==> src/rtl/if_stage_r0.sv <==
// ---------------------------------------------------------------------------
// if_stage_r0
// Instruction fetch stage and IF/ID pipeline register for the 5-stage MIPS
// core. Owns the PC and talks to instruction memory over a req/gnt + rvalid
// handshake. At most one request is outstanding. A one-entry skid buffer
// holds a returning instruction while IF/ID is stalled. After a redirect,
// stale responses are thrown away.
//
// Ports:
//   clk          pipeline clock, all state on the rising edge
//   rst          asynchronous reset, active low
//   PC_write     hazard unit: 0 = hold PC, issue no new fetch
//   IDIF_write   hazard unit: 0 = hold IF/ID contents
//   flush        branch/jump taken in ID, redirect fetch to redirect_pc
//   redirect_pc  redirect target, valid while flush = 1
//   imem_req     fetch request valid
//   imem_addr    fetch address (the current pc)
//   imem_gnt     request accepted this cycle
//   imem_rvalid  response valid (earliest the cycle after gnt)
//   imem_rdata   returned instruction word
//   id_valid     IF/ID holds a live instruction
//   id_instr     IF/ID instruction
//   id_pc_plus4  address of id_instr + 4
// ---------------------------------------------------------------------------
module if_stage_r0 #(
    parameter int                   BIT_WIDTH = 32,
    parameter logic [BIT_WIDTH-1:0] RESET_PC  = 32'h0000_0000
) (
    input  logic                 clk,
    input  logic                 rst,
    input  logic                 PC_write,
    input  logic                 IDIF_write,
    input  logic                 flush,
    input  logic [BIT_WIDTH-1:0] redirect_pc,
    output logic                 imem_req,
    output logic [BIT_WIDTH-1:0] imem_addr,
    input  logic                 imem_gnt,
    input  logic                 imem_rvalid,
    input  logic [BIT_WIDTH-1:0] imem_rdata,
    output logic                 id_valid,
    output logic [BIT_WIDTH-1:0] id_instr,
    output logic [BIT_WIDTH-1:0] id_pc_plus4
);

    // FETCH: nothing outstanding. WAIT: a live request is outstanding.
    // DRAIN: a stale request is outstanding, and its response is discarded.
    typedef enum logic [1:0] {
        FETCH = 2'd0,
        WAIT  = 2'd1,
        DRAIN = 2'd2
    } state_t;

    localparam logic [BIT_WIDTH-1:0] FOUR = BIT_WIDTH'(4);

    state_t               state;
    state_t               next_state;
    logic [BIT_WIDTH-1:0] pc;
    logic [BIT_WIDTH-1:0] req_pc;
    logic                 buf_valid;
    logic [BIT_WIDTH-1:0] buf_instr;
    logic [BIT_WIDTH-1:0] buf_pc4;
    logic                 accept;
    logic                 resp_live;
    logic                 drain_buf;

    assign imem_addr = pc;

    // State register.
    always_ff @(posedge clk or negedge rst) begin
        if (!rst) begin
            state <= FETCH;
        end else begin
            state <= next_state;
        end
    end

    // Request generation and next-state logic.
    // A new request may go out in the same cycle that the previous response
    // lands, but only when that response can go straight into IF/ID.
    // Gating with rst keeps imem_req low while reset is held.
    // A response is "live" only in WAIT and only when no flush kills it.
    always_comb begin
        next_state = state;
        imem_req   = rst && !flush && PC_write && !buf_valid &&
                     ((state == FETCH) ||
                      ((state == WAIT) && imem_rvalid && IDIF_write));
        accept     = imem_req && imem_gnt;
        resp_live  = (state == WAIT) && imem_rvalid && !flush;
        drain_buf  = buf_valid && IDIF_write && !flush;

        if (flush) begin
            // A response that arrives with the flush is dropped. Otherwise
            // the outstanding request becomes stale and must be drained.
            case (state)
                WAIT:    next_state = imem_rvalid ? FETCH : DRAIN;
                DRAIN:   next_state = imem_rvalid ? FETCH : DRAIN;
                default: next_state = FETCH;
            endcase
        end else begin
            case (state)
                FETCH: begin
                    // A stray rvalid here is a protocol error and is ignored.
                    if (accept) begin
                        next_state = WAIT;
                    end
                end
                WAIT: begin
                    if (imem_rvalid) begin
                        next_state = accept ? WAIT : FETCH;
                    end
                end
                DRAIN: begin
                    if (imem_rvalid) begin
                        next_state = FETCH;
                    end
                end
                default: next_state = FETCH;
            endcase
        end
    end

    // PC and request-address tracking. req_pc remembers which address the
    // outstanding request was for, so its pc+4 can travel with the instr.
    // A flush redirects the PC and takes priority over an accept.
    always_ff @(posedge clk or negedge rst) begin
        if (!rst) begin
            pc     <= RESET_PC;
            req_pc <= RESET_PC;
        end else if (flush) begin
            pc <= redirect_pc;
        end else if (accept) begin
            req_pc <= pc;
            pc     <= pc + FOUR;
        end
    end

    // Skid buffer: catches a live response that arrives while IF/ID is
    // stalled. It empties into IF/ID once the stall lifts. A flush kills it.
    always_ff @(posedge clk or negedge rst) begin
        if (!rst) begin
            buf_valid <= 1'b0;
            buf_instr <= '0;
            buf_pc4   <= '0;
        end else if (flush) begin
            buf_valid <= 1'b0;
        end else if (resp_live && !IDIF_write) begin
            buf_valid <= 1'b1;
            buf_instr <= imem_rdata;
            buf_pc4   <= req_pc + FOUR;
        end else if (drain_buf) begin
            buf_valid <= 1'b0;
        end
    end

    // IF/ID register. When written, it takes a live response first, then
    // the skid buffer, and otherwise becomes a bubble. A bubble keeps the
    // old instr/pc4 bits and only clears valid.
    always_ff @(posedge clk or negedge rst) begin
        if (!rst) begin
            id_valid    <= 1'b0;
            id_instr    <= '0;
            id_pc_plus4 <= '0;
        end else if (flush) begin
            id_valid <= 1'b0;
        end else if (IDIF_write) begin
            if (resp_live) begin
                id_valid    <= 1'b1;
                id_instr    <= imem_rdata;
                id_pc_plus4 <= req_pc + FOUR;
            end else if (buf_valid) begin
                id_valid    <= 1'b1;
                id_instr    <= buf_instr;
                id_pc_plus4 <= buf_pc4;
            end else begin
                id_valid <= 1'b0;
            end
        end
    end

endmodule
==> config.mk <==
export PLATFORM = sky130hd
export DESIGN_NAME = if_stage_r0
export DESIGN_NICKNAME = d
export VERILOG_FILES = /design/src/rtl/if_stage_r0.sv
export SDC_FILE = /design/constraint.sdc
export NUM_CORES = 1
export LEC_CHECK = 0
export BUFFER_PORTS_ARGS = -buffer_cell sky130_fd_sc_hd__buf_2
export CORE_AREA = 8 8 142 144
export CTS_BUF_LIST = sky130_fd_sc_hd__clkbuf_8
export DETAILED_ROUTE_END_ITERATION = 6
export DIE_AREA = 0 0 150 152
export PLACE_DENSITY_LB_ADDON = 0.3
export SYNTH_ARGS = -nofsm -noshare
export SYNTH_HDL_FRONTEND = slang
export SYNTH_SLANG_ARGS = --single-unit
==> constraint.sdc <==
create_clock -name clk -period 2.03 [get_ports clk]
set_clock_uncertainty 0.15 [all_clocks]
set_input_delay 0.203 -clock clk [delete_from_list [all_inputs] [get_ports clk]]
set_output_delay 0.203 -clock clk [all_outputs]
set_load 0.01 [all_outputs]
==> results.yml <==
floorplanning:
  core_area_um2: 17800
  initial_utilization: 0.510
  die_width_um: 150
  die_y_um: 152
  placementRows: 49
  ios: 169
  dieArea_um2: 22800
logic_synthesis:
  ys_warn_count: 0
  ys_ff_latch: 196
  synth.yosys.seq_area_share: 0.540
  synth.cell_area_um2: 9080
  synth_fp_nets: 1098
  synth_top_family_by_area: "simple AND/OR/NAND/NOR gates"
  yosys_most_used_dff: "dfrtp_1"
  synth_top_area_share: 0.540
  avgSynthCellArea_um2: 8.88
  synth_compound_area_frac: 0.145
  synth_cell_types: 58
  synthCells: 1022
  synth_fa_ha_area_frac: 0.00689
  async_reset_ff_frac: 1.00
  yosys.area_share.simple: 0.239
  synth_largest_area_cell: "dfrtp_1"
  synthTopCellsByArea: "dfrtp_1 (54%), nand2_1 (14%), o21ai_0 (5.1%)"
  synth.area.mux_share: 0.0103
  synth_edf_count: 0
  synth-xor-area-share: 0.0251
sta:
  setup_slack_ns: -0.0276
  fmax_mhz: 486
  relSlewSlack: 0.391
  final_max_slew_viol_count: 0
  post-route-period-util: 1.01
  worstMarginPinSlew_ns: 0.914
  rsz0062_at_grt: "true"
  whs_ns: 0.0476
  setup-violations-final: 6
  min_period_ns: 2.06
  hold_violations: 0
critical_path:
  r2r.worst_path.cells: 10
  crit_path_frequent_cell: "buf_6"
  start_kind: "flip-flop"
  max_stage_delay_ns: 0.44
  path_class: "flip-flop to flip-flop"
  crit_required_ns: 2.28
  crit_chain: "ha_4 > buf_6 > and2_4 > buf_6 > o21ai_4 > buf_6 > buf_12 > buf_8 > nand2_1 > o21ai_0"
  end_kind: "flip-flop"
  path_delay_family: "buffers and inverters"
  arrival_ns: 2.30
  crit_fanout: 5
  cp.depth: 10
  worst-path-buf-inv: 5
  worst_path_max_delay_cell: "dfrtp_1"
place:
  hpwl_um: 17000
  placed_area_um2: 10700
  gp_congestion: 0.872
  port_buffers: 168
power:
  power_frac_clock: 0.278
  vdd_drop_max_mv: 0.444
  swShare: 0.305
  p_per_area_nw_per_um2: 800
  seqPwrFrac: 0.507
  combPwrFrac: 0.215
  switchingPower_uw: 3000
  leakage_uw: 0.00596
  internal-power_uw: 6850
layout:
  syn2layout_area_growth_pct: 35.6
  drive_gt1_frac: 0.257
  layout.nets: 1394
  diodes: 0
  design_area_um2: 12300
detailed_routing:
  wire_per_inst_um: 16.7
  drtPass1Iterations: 6
  antenna_left: 0
  via_count: 8493
  wirelength_um: 26000
  wl_met2_um: 12000
  dr.first_iter.drc_count: 597
  drc_errors: 0
  post_drt_via_cell_ratio: 5.44
  wl_met1_um: 11700
  wl_met3_um: 1910
  top_layer: "met4"
global_route:
  track_usage: 0.217
  gr-total-overflow: 0
  grt_pass1_vias: 8138
  grt_antenna_before_repair: 0
  grt_pass1_wl_um: 40700
  grt_max_degree: 125
min_path:
  hp-class: "primary input to flip-flop"
  holdPathStages: 3
clock_tree:
  cts_max_level: 4
  clockRootBuffer: "clkbuf_8"
  clk_latency_ns: 0.48
  cts_buffer_depth: 2
  clkTransAtPathRegs_ns: 0.10
  cts_buffers: 17
  cts.sinks: 196
  cts_tree: "done"
run_status:
  status: "complete, but fails checks"
  violations: "negative setup slack"
run:
  drv_cap: 0
placed cells by master, fill, tap and decap left out, types with 4 or more instances in the layout:
cell	n
a31oi_1	21
nand3b_1	6
clkbuf_16	5
o22ai_1	29
xnor2_1	10
nand2_1	327
buf_6	12
buf_12	14
nor3_1	7
or3_1	4
nand2_2	4
inv_1	13
dfrtp_1	194
nand4_1	16
clkbuf_8	22
o21ai_1	20
and3_1	11
nand3_1	24
nor2_1	51
a21oi_1	28
nor2b_1	9
o21ai_0	72
dlygate4sd3_1	66
o211ai_1	9
mux2i_1	6
buf_2	166
o311ai_0	8
xor2_1	14
buf_4	72
path summary, 6_finish.rpt:
| path | from | end | slack [ns] |
|---|---|---|---|
| hold / removal | IDIF_write | buf_valid | 0.05 |
| setup / recovery | state[0] | id_instr[10] | -0.03 |
| min in group asynchronous | rst | buf_pc4[26] | 0.25 |
| hold reg to reg | id_valid | id_valid | 0.33 |
| max in group asynchronous | rst | imem_addr[2] | 0.64 |
| setup reg to reg | state[0] | id_instr[10] | -0.03 |
worst register-to-register path: cells and delay by family (launching register included):
kind | cells | cell delay (ns)
buffers and inverters | 5 | 0.68
flip-flops | 1 | 0.44
AO/OA/AOI/OAI | 2 | 0.32
AND/OR/NAND/NOR | 2 | 0.21
adder cells (fa/ha/maj) | 1 | 0.19
metrics by stage:
step            util  power, µW  cells  setup WS [ns]   TNS, ns
2_1_floorplan      -       6020   1022        0.00806         0
3_3_place_gp   0.603       6920   1435         0.0114         0
3_5_place_dp   0.603       7010   1435        -0.0689    -0.332
4_1_cts        0.667       9820   1535       -0.00278  -0.00278
5_1_grt        0.692      10400   1560        -0.0842     -2.21
6_report       0.692       9850   1560        -0.0276   -0.0690
state kept, by name, summed over array words and instances, names as in the netlist:
name         flops
buf_instr       32
buf_pc4         32
buf_valid        1
id_instr        32
id_pc_plus4     32
id_valid         1
imem_addr       32
req_pc          32
state            2
synth_stat cells (6+ instances only):
| master | number |
|---|---|
| xnor2_1 | 10 |
| nand3b_1 | 6 |
| mux2i_1 | 6 |
| nor2b_1 | 9 |
| o22ai_1 | 29 |
| a21oi_1 | 28 |
| nor2_1 | 54 |
| buf_2 | 10 |
| nand2_1 | 331 |
| xor2_1 | 16 |
| nand3_1 | 24 |
| nand4_1 | 16 |
| and3_1 | 12 |
| clkbuf_1 | 48 |
| o21ai_0 | 93 |
| nor3_1 | 9 |
| inv_1 | 13 |
| o311ai_0 | 11 |
| o211ai_1 | 9 |
| a31oi_1 | 21 |
| dfrtp_1 | 196 |
kinds of logic (layout without fill, tap and decap cells):
| kind of cell | count (synthesis) | in the layout |
|---|---|---|
| AO/OA/AOI/OAI | 219 | 219 |
| XOR/XNOR | 26 | 26 |
| adder cells (fa/ha/maj) | 5 | 5 |
| buffers and inverters | 74 | 382 |
| flip-flops | 196 | 196 |
| multiplexers | 9 | 9 |
| AND/OR/NAND/NOR | 493 | 494 |
layer usage:
metal | vias to the layer above | GRT usage
li1 | 4117 | -
met4 | 0 | 0.0648
met5 | - | 0
met3 | 36 | 0.0478
met2 | 343 | 0.339
met1 | 3997 | 0.296
final cells by class:
class	count	area, µm²
timing repair buffer	337	2600
inverter	13	48.8
tap	229	287
sequential	196	4910
clock inverter	11	149
multi-input combinational	753	4030
fill	1380	5470
clock buffer	21	289
power by group through the flow:
stage          clock (µW)  sequential [µW]  combinational (µW)
3_5_place_dp            0             5050                1960
4_1_cts              2780             4970                2070
6_report             2730             4990                2120
2_1_floorplan           0             5160                 862
3_3_place_gp            0             5020                1900
5_1_grt              2940             5080                2370
what timing repair did:
action | 4_1_cts | 5_1_grt
buffers inserted | 1 | 16
endpoints found under the hold margin | 293 | 0
resized for setup | 6 | 56
hold buffers | 66 | 0
endpoints found under the setup margin | 13 | 120
cloned | 1 | 9
pin swaps | 1 | 10
Note: power is estimated with default switching activity, not from simulation.
